**config.mk**
```make
export PLATFORM = sky130hd
export DESIGN_NAME = mem_stage
export DESIGN_NICKNAME = d
export VERILOG_FILES = /design/src/rtl/mem_pkg.sv /design/src/rtl/store_align.sv /design/src/rtl/mem_stage.sv
export SDC_FILE = /design/constraint.sdc
export NUM_CORES = 1
export LEC_CHECK = 0
export BUFFER_PORTS_ARGS = -buffer_cell sky130_fd_sc_hd__buf_2
export CORE_ASPECT_RATIO = 1.5
export CORE_MARGIN = 3
export CORE_UTILIZATION = 30
export DETAILED_ROUTE_END_ITERATION = 16
export PLACE_DENSITY = 0.64
export SETUP_SLACK_MARGIN = 0.4
export SLEW_MARGIN = 30
export SYNTH_ARGS = -nofsm -noshare
export SYNTH_HDL_FRONTEND = slang
export SYNTH_SLANG_ARGS = --single-unit
```
**constraint.sdc**
```tcl
create_clock -name clk -period 2.39 [get_ports clk]
set_input_delay 0.3585 -clock clk [delete_from_list [all_inputs] [get_ports clk]]
set_output_delay 0.3585 -clock clk [all_outputs]
set_load 0.02 [all_outputs]
```
**src/rtl/mem_pkg.sv**
```systemverilog
// rtl/mem_pkg.sv - shared encodings for the memory-access stage
package mem_pkg;

    localparam logic [1:0] TRIM_WORD = 2'b00;
    localparam logic [1:0] TRIM_HALF = 2'b01;
    localparam logic [1:0] TRIM_BYTE = 2'b10;

    typedef enum logic [1:0] {
        IDLE     = 2'd0,
        WAIT_GNT = 2'd1,
        WAIT_RSP = 2'd2
    } mem_state_t;

endpackage

```
**src/rtl/store_align.sv**
```systemverilog
// rtl/store_align.sv - byte enables, lane-replicated store data and alignment check
module store_align
    import mem_pkg::*;
(
    input  logic [1:0]  addr_lo,
    input  logic [1:0]  trim,
    input  logic [31:0] rs2_data,
    output logic [3:0]  be,
    output logic [31:0] wdata,
    output logic        misaligned
);

    // Encoding 11 falls through to the word case on purpose.
    always_comb begin
        be         = 4'b1111;
        wdata      = rs2_data;
        misaligned = (addr_lo != 2'b00);
        case (trim)
            TRIM_BYTE: begin
                be         = 4'b0001 << addr_lo;
                wdata      = {4{rs2_data[7:0]}};
                misaligned = 1'b0;
            end
            TRIM_HALF: begin
                be         = 4'b0011 << {addr_lo[1], 1'b0};
                wdata      = {2{rs2_data[15:0]}};
                misaligned = addr_lo[0];
            end
            default: ;
        endcase
    end

endmodule

```
**src/rtl/mem_stage.sv**
```systemverilog
// rtl/mem_stage.sv - memory-access pipeline stage with req/gnt/rvalid data port and MEM/WB register
module mem_stage
    import mem_pkg::*;
(
    input  logic        clk,
    input  logic        rst,
    input  logic        ex_mem_reg_valid,
    input  logic [31:0] ex_mem_reg_alu_result,
    input  logic [31:0] ex_mem_reg_rs2_data,
    input  logic [4:0]  ex_mem_reg_rd_adr,
    input  logic        ex_mem_reg_mem_ctrl_MemRead,
    input  logic        ex_mem_reg_mem_ctrl_MemWrite,
    input  logic        ex_mem_reg_wb_ctrl_RegWrite,
    input  logic        ex_mem_reg_wb_ctrl_MemtoReg,
    input  logic        ex_mem_reg_wb_ctrl_MemSign,
    input  logic [1:0]  ex_mem_reg_wb_ctrl_MemTrim,
    output logic        dmem_req,
    output logic        dmem_we,
    output logic [31:0] dmem_addr,
    output logic [3:0]  dmem_be,
    output logic [31:0] dmem_wdata,
    input  logic        dmem_gnt,
    input  logic        dmem_rvalid,
    input  logic [31:0] dmem_rdata,
    output logic        mem_stage_stall,
    output logic        mem_stage_misalign,
    output logic [31:0] mem_wb_reg_alu_result,
    output logic [31:0] mem_wb_reg_data_mem_out,
    output logic [4:0]  mem_wb_reg_rd_adr,
    output logic        mem_wb_reg_wb_ctrl_RegWrite,
    output logic        mem_wb_reg_wb_ctrl_MemtoReg,
    output logic        mem_wb_reg_wb_ctrl_MemSign,
    output logic [1:0]  mem_wb_reg_wb_ctrl_MemTrim
);

    mem_state_t  state, state_next;
    logic [3:0]  be;
    logic [31:0] wdata;
    logic        misaligned;
    logic        mem_access;
    logic        mem_op;
    logic        req_c;
    logic        stall_c;
    logic        retire;
    logic        load_rsp;
    logic [31:0] load_data;

    store_align u_store_align (
        .addr_lo    (ex_mem_reg_alu_result[1:0]),
        .trim       (ex_mem_reg_wb_ctrl_MemTrim),
        .rs2_data   (ex_mem_reg_rs2_data),
        .be         (be),
        .wdata      (wdata),
        .misaligned (misaligned)
    );

    assign mem_access = ex_mem_reg_valid
                      & (ex_mem_reg_mem_ctrl_MemRead | ex_mem_reg_mem_ctrl_MemWrite);
    assign mem_op     = mem_access & ~misaligned;
    assign load_rsp   = (state == WAIT_RSP) & ex_mem_reg_mem_ctrl_MemRead;
    assign load_data  = dmem_rdata >> {ex_mem_reg_alu_result[1:0], 3'b000};

    always_ff @(posedge clk or posedge rst) begin
        if (rst) begin
            state <= IDLE;
        end else begin
            state <= state_next;
        end
    end

    // retire = the EX/MEM instruction itself lands in MEM/WB at this edge.
    always_comb begin
        state_next = state;
        req_c      = 1'b0;
        stall_c    = 1'b0;
        retire     = 1'b0;
        case (state)
            IDLE: begin
                if (mem_op) begin
                    req_c      = 1'b1;
                    stall_c    = 1'b1;
                    state_next = dmem_gnt ? WAIT_RSP : WAIT_GNT;
                end else begin
                    retire = ex_mem_reg_valid & ~mem_access;
                end
            end
            WAIT_GNT: begin
                req_c   = 1'b1;
                stall_c = 1'b1;
                if (dmem_gnt) begin
                    state_next = WAIT_RSP;
                end
            end
            WAIT_RSP: begin
                if (dmem_rvalid) begin
                    retire     = 1'b1;
                    state_next = IDLE;
                end else begin
                    stall_c = 1'b1;
                end
            end
            default: state_next = IDLE;
        endcase
    end

    // Gated by rst so the port drops immediately, not at the next edge.
    assign dmem_req           = req_c & ~rst;
    assign dmem_we            = dmem_req & ex_mem_reg_mem_ctrl_MemWrite;
    assign dmem_addr          = dmem_req ? {ex_mem_reg_alu_result[31:2], 2'b00} : 32'd0;
    assign dmem_be            = dmem_req ? be : 4'd0;
    assign dmem_wdata         = dmem_req ? wdata : 32'd0;
    assign mem_stage_stall    = stall_c & ~rst;
    assign mem_stage_misalign = (state == IDLE) & mem_access & misaligned & ~rst;

    always_ff @(posedge clk or posedge rst) begin
        if (rst) begin
            mem_wb_reg_alu_result       <= 32'd0;
            mem_wb_reg_data_mem_out     <= 32'd0;
            mem_wb_reg_rd_adr           <= 5'd0;
            mem_wb_reg_wb_ctrl_RegWrite <= 1'b0;
            mem_wb_reg_wb_ctrl_MemtoReg <= 1'b0;
            mem_wb_reg_wb_ctrl_MemSign  <= 1'b0;
            mem_wb_reg_wb_ctrl_MemTrim  <= 2'd0;
        end else if (retire) begin
            mem_wb_reg_alu_result       <= ex_mem_reg_alu_result;
            mem_wb_reg_data_mem_out     <= load_rsp ? load_data : 32'd0;
            mem_wb_reg_rd_adr           <= ex_mem_reg_rd_adr;
            mem_wb_reg_wb_ctrl_RegWrite <= ex_mem_reg_wb_ctrl_RegWrite;
            mem_wb_reg_wb_ctrl_MemtoReg <= ex_mem_reg_wb_ctrl_MemtoReg;
            mem_wb_reg_wb_ctrl_MemSign  <= ex_mem_reg_wb_ctrl_MemSign;
            mem_wb_reg_wb_ctrl_MemTrim  <= ex_mem_reg_wb_ctrl_MemTrim;
        end else begin
            mem_wb_reg_alu_result       <= 32'd0;
            mem_wb_reg_data_mem_out     <= 32'd0;
            mem_wb_reg_rd_adr           <= 5'd0;
            mem_wb_reg_wb_ctrl_RegWrite <= 1'b0;
            mem_wb_reg_wb_ctrl_MemtoReg <= 1'b0;
            mem_wb_reg_wb_ctrl_MemSign  <= 1'b0;
            mem_wb_reg_wb_ctrl_MemTrim  <= 2'd0;
        end
    end

endmodule

```
==> metrics.cfg <==
[outcome]
status=complete, no violations

[grt]
overflow=0
antenna_found_initial=0
grt_pass1_wl_microns=20900
track_usage=0.185
grt_max_degree=54
grt_pass1_vias=4066

[sta]
finalHoldViolations=0
max_slew.worst_pin.slew_ps=747
min_period_ps=2080
setup_violations=0
period_share=0.871
fmax_mhz=480
setup_tns_ps=0
rsz0062_at_grt=yes
drv_slew=0
fin_skew_ps=4.63
slew-limit-headroom=0.501

[yosys]
yosysTopAreaCell=dfrtp_1
synth.area.top_cells=dfrtp_1 (49%), and2_1 (9.4%), nor3b_1 (8.2%), mux2i_1 (4.2%), nor3_1 (3.6%)
async_flop_share=1.00
ys_ff_latch=76
synthCells=379
netlist_area_sq_mm=0.00386
seq_area_frac_synth=0.493
synth_top_area_share=0.493
synth-main-ff-cell=dfrtp_1
yosysWarnings=0
synthDistinctLibCells=36
synth_edf_count=0
syn_area_per_cell_sq_um=10.2

[final_layout]
n_antenna_cell=0
area_delta_synth_final_pct=75.8
drive_gt1_frac=0.618
fin_cells=808
layout_common_cells=buf_2 (202), dfrtp_1 (74), and2_1 (57)
final_util=0.542
final_nets=762
final_common_cell=buf_2

[detailed_routing]
wl_met3_microns=817
drcViolationCount=0
wl_met2_microns=8280
vias=4056
firstDrtPassIters=4
drtAntennaViolNets=0
drt-met1-wl_microns=5390
routed_via_density=5.02
wl_microns=15000
top_layer_used=met4
wire_per_inst_microns=18.6
dr.first_iter.drc_count=145

[floorplan]
core-area_sq_mm=0.0125
row_count=50
dieArea_sq_mm=0.0143
start_util=0.308
io_pins=259
die_h_microns=145
die_x_microns=98.6

[power_and_ir_drop]
p_leak_nw=3.44
power_mw=4.00
vdd_drop_max_uv=417
powerDensity_mw_per_mm2=590

[worst_setup_path]
crit_top_cell=buf_4
path_buf_inv=5
worstPathRequired_ps=2030
crit_fanout=8
crit_family=buffers and inverters
setup.worst_path.start_class=primary input
cp-end-kind=output port
max_stage_delay_ps=290
worst_path_max_delay_cell=ha_4
crit_type=primary input to output port
cp.arrival_ps=1720
crit_chain=buf_8 -> inv_4 -> ha_4 -> nor2_4 -> nor3_4 -> buf_4 -> clkbuf_16 -> nor3b_2 -> buf_4

[clock_network]
clock-sinks=76
path_clk_slew_ps=50
tritoncts=done
h-tree-depth=3
cts_buffers=9
clockBufferDepth=2
cts-root-buf=clkbuf_16
insertion_delay_ps=330

[placed_design]
gp_congestion=0.845
dp_hpwl_microns=10000
numPortBuffers=256
place_inst=769

[run]
cap_violations=0

[min_path]
hold_path.class=primary input to async pin

## worst paths after layout
kind	cells past startpoint	end	start	slack (ps)
max in group asynchronous	3	mem_wb_reg_alu_result[4]$_DFF_PP0_	rst	1630
setup reg to reg	6	mem_wb_reg_data_mem_out[31]$_DFF_PP0_	state[0]$_DFFE_PP0P_	520
hold reg to reg	1	state[1]$_DFFE_PP0P_	state[1]$_DFFE_PP0P_	590
hold / removal	2	mem_wb_reg_wb_ctrl_MemTrim[1]$_DFF_PP0_	rst	120
min in group clk	2	state[0]$_DFFE_PP0P_	dmem_gnt	220
setup / recovery	9	dmem_addr[29]	ex_mem_reg_wb_ctrl_MemTrim[0]	310
## power by group
| part | total (mW) | internal (mW) | switching, mW | leakage, nW |
|---|---|---|---|---|
| registers | 1.38 | 1.36 | 0.0246 | 1.04 |
| clock network | 1.30 | 0.807 | 0.494 | 0.133 |
| logic | 1.32 | 0.588 | 0.728 | 2.26 |
## layout make-up
cell class	count	area (sq um)
fill	1098	5730
multi-input combinational	258	2290
timing repair buffer	295	2070
sequential	76	1900
clock buffer	12	236
tap	156	195
clock inverter	4	50.0
inverter	7	35.0
## worst register-to-register path, cell delays in order, from the launching register on
cell and delay (ps):
dfrtp_2 450, buf_4 160, buf_4 130, nand4b_1 250
nor3_1 460, buf_4 230, and2_1 130
## per-stage QoR
step                hold WS (ps)  worst slack, ps  cell area (sq um)
floorplan                    431              256               3900
global placement             458              158               5350
detailed placement           473             77.6               5350
CTS                          140              330               6150
global route                 161              248               6780
finish                       122              308               6780
## state kept, by name, indices dropped and copies added (netlist names)
name and count:
mem_wb_reg_wb_ctrl_MemtoReg 1, mem_wb_reg_data_mem_out 32, state 2, mem_wb_reg_rd_adr 5
mem_wb_reg_wb_ctrl_RegWrite 1, mem_wb_reg_wb_ctrl_MemTrim 2, mem_wb_reg_wb_ctrl_MemSign 1, mem_wb_reg_alu_result 32
## cells by family (layout without fill, tap and decap cells)
group           after synthesis  after routing  synth area share
compound gates               69             69             0.133
fa+ha+maj                     2              2           0.00649
buf+inv                      46            318            0.0568
flops                        76             76             0.493
mux                          16             16            0.0415
other cells                   1              2          0.000972
simple gates                169            169             0.269
## Yosys cell counts (9+ instances only)
| master | n |
|---|---|
| a211oi_1 | 18 |
| a31oi_1 | 9 |
| nor2_1 | 19 |
| mux2i_1 | 16 |
| o21ai_0 | 11 |
| dfrtp_1 | 76 |
| clkbuf_1 | 21 |
| and2_1 | 58 |
| nor3_1 | 28 |
| nor2b_1 | 10 |
| nor3b_1 | 42 |
## metal layers
layer,track usage,vias up
met3,0.0369,33
met2,0.352,195
li1,-,1871
met5,0,-
met4,0.0655,0
met1,0.203,1957
## what timing repair did
action | 4_1_cts | 5_1_grt
hold buffers | 0 | 0
setup endpoints to repair | 70 | 70
gates cloned | 3 | 8
pin swaps | 21 | 28
gates resized for setup | 92 | 108
setup buffers | 7 | 5
Power figures use the tool's default switching activity.
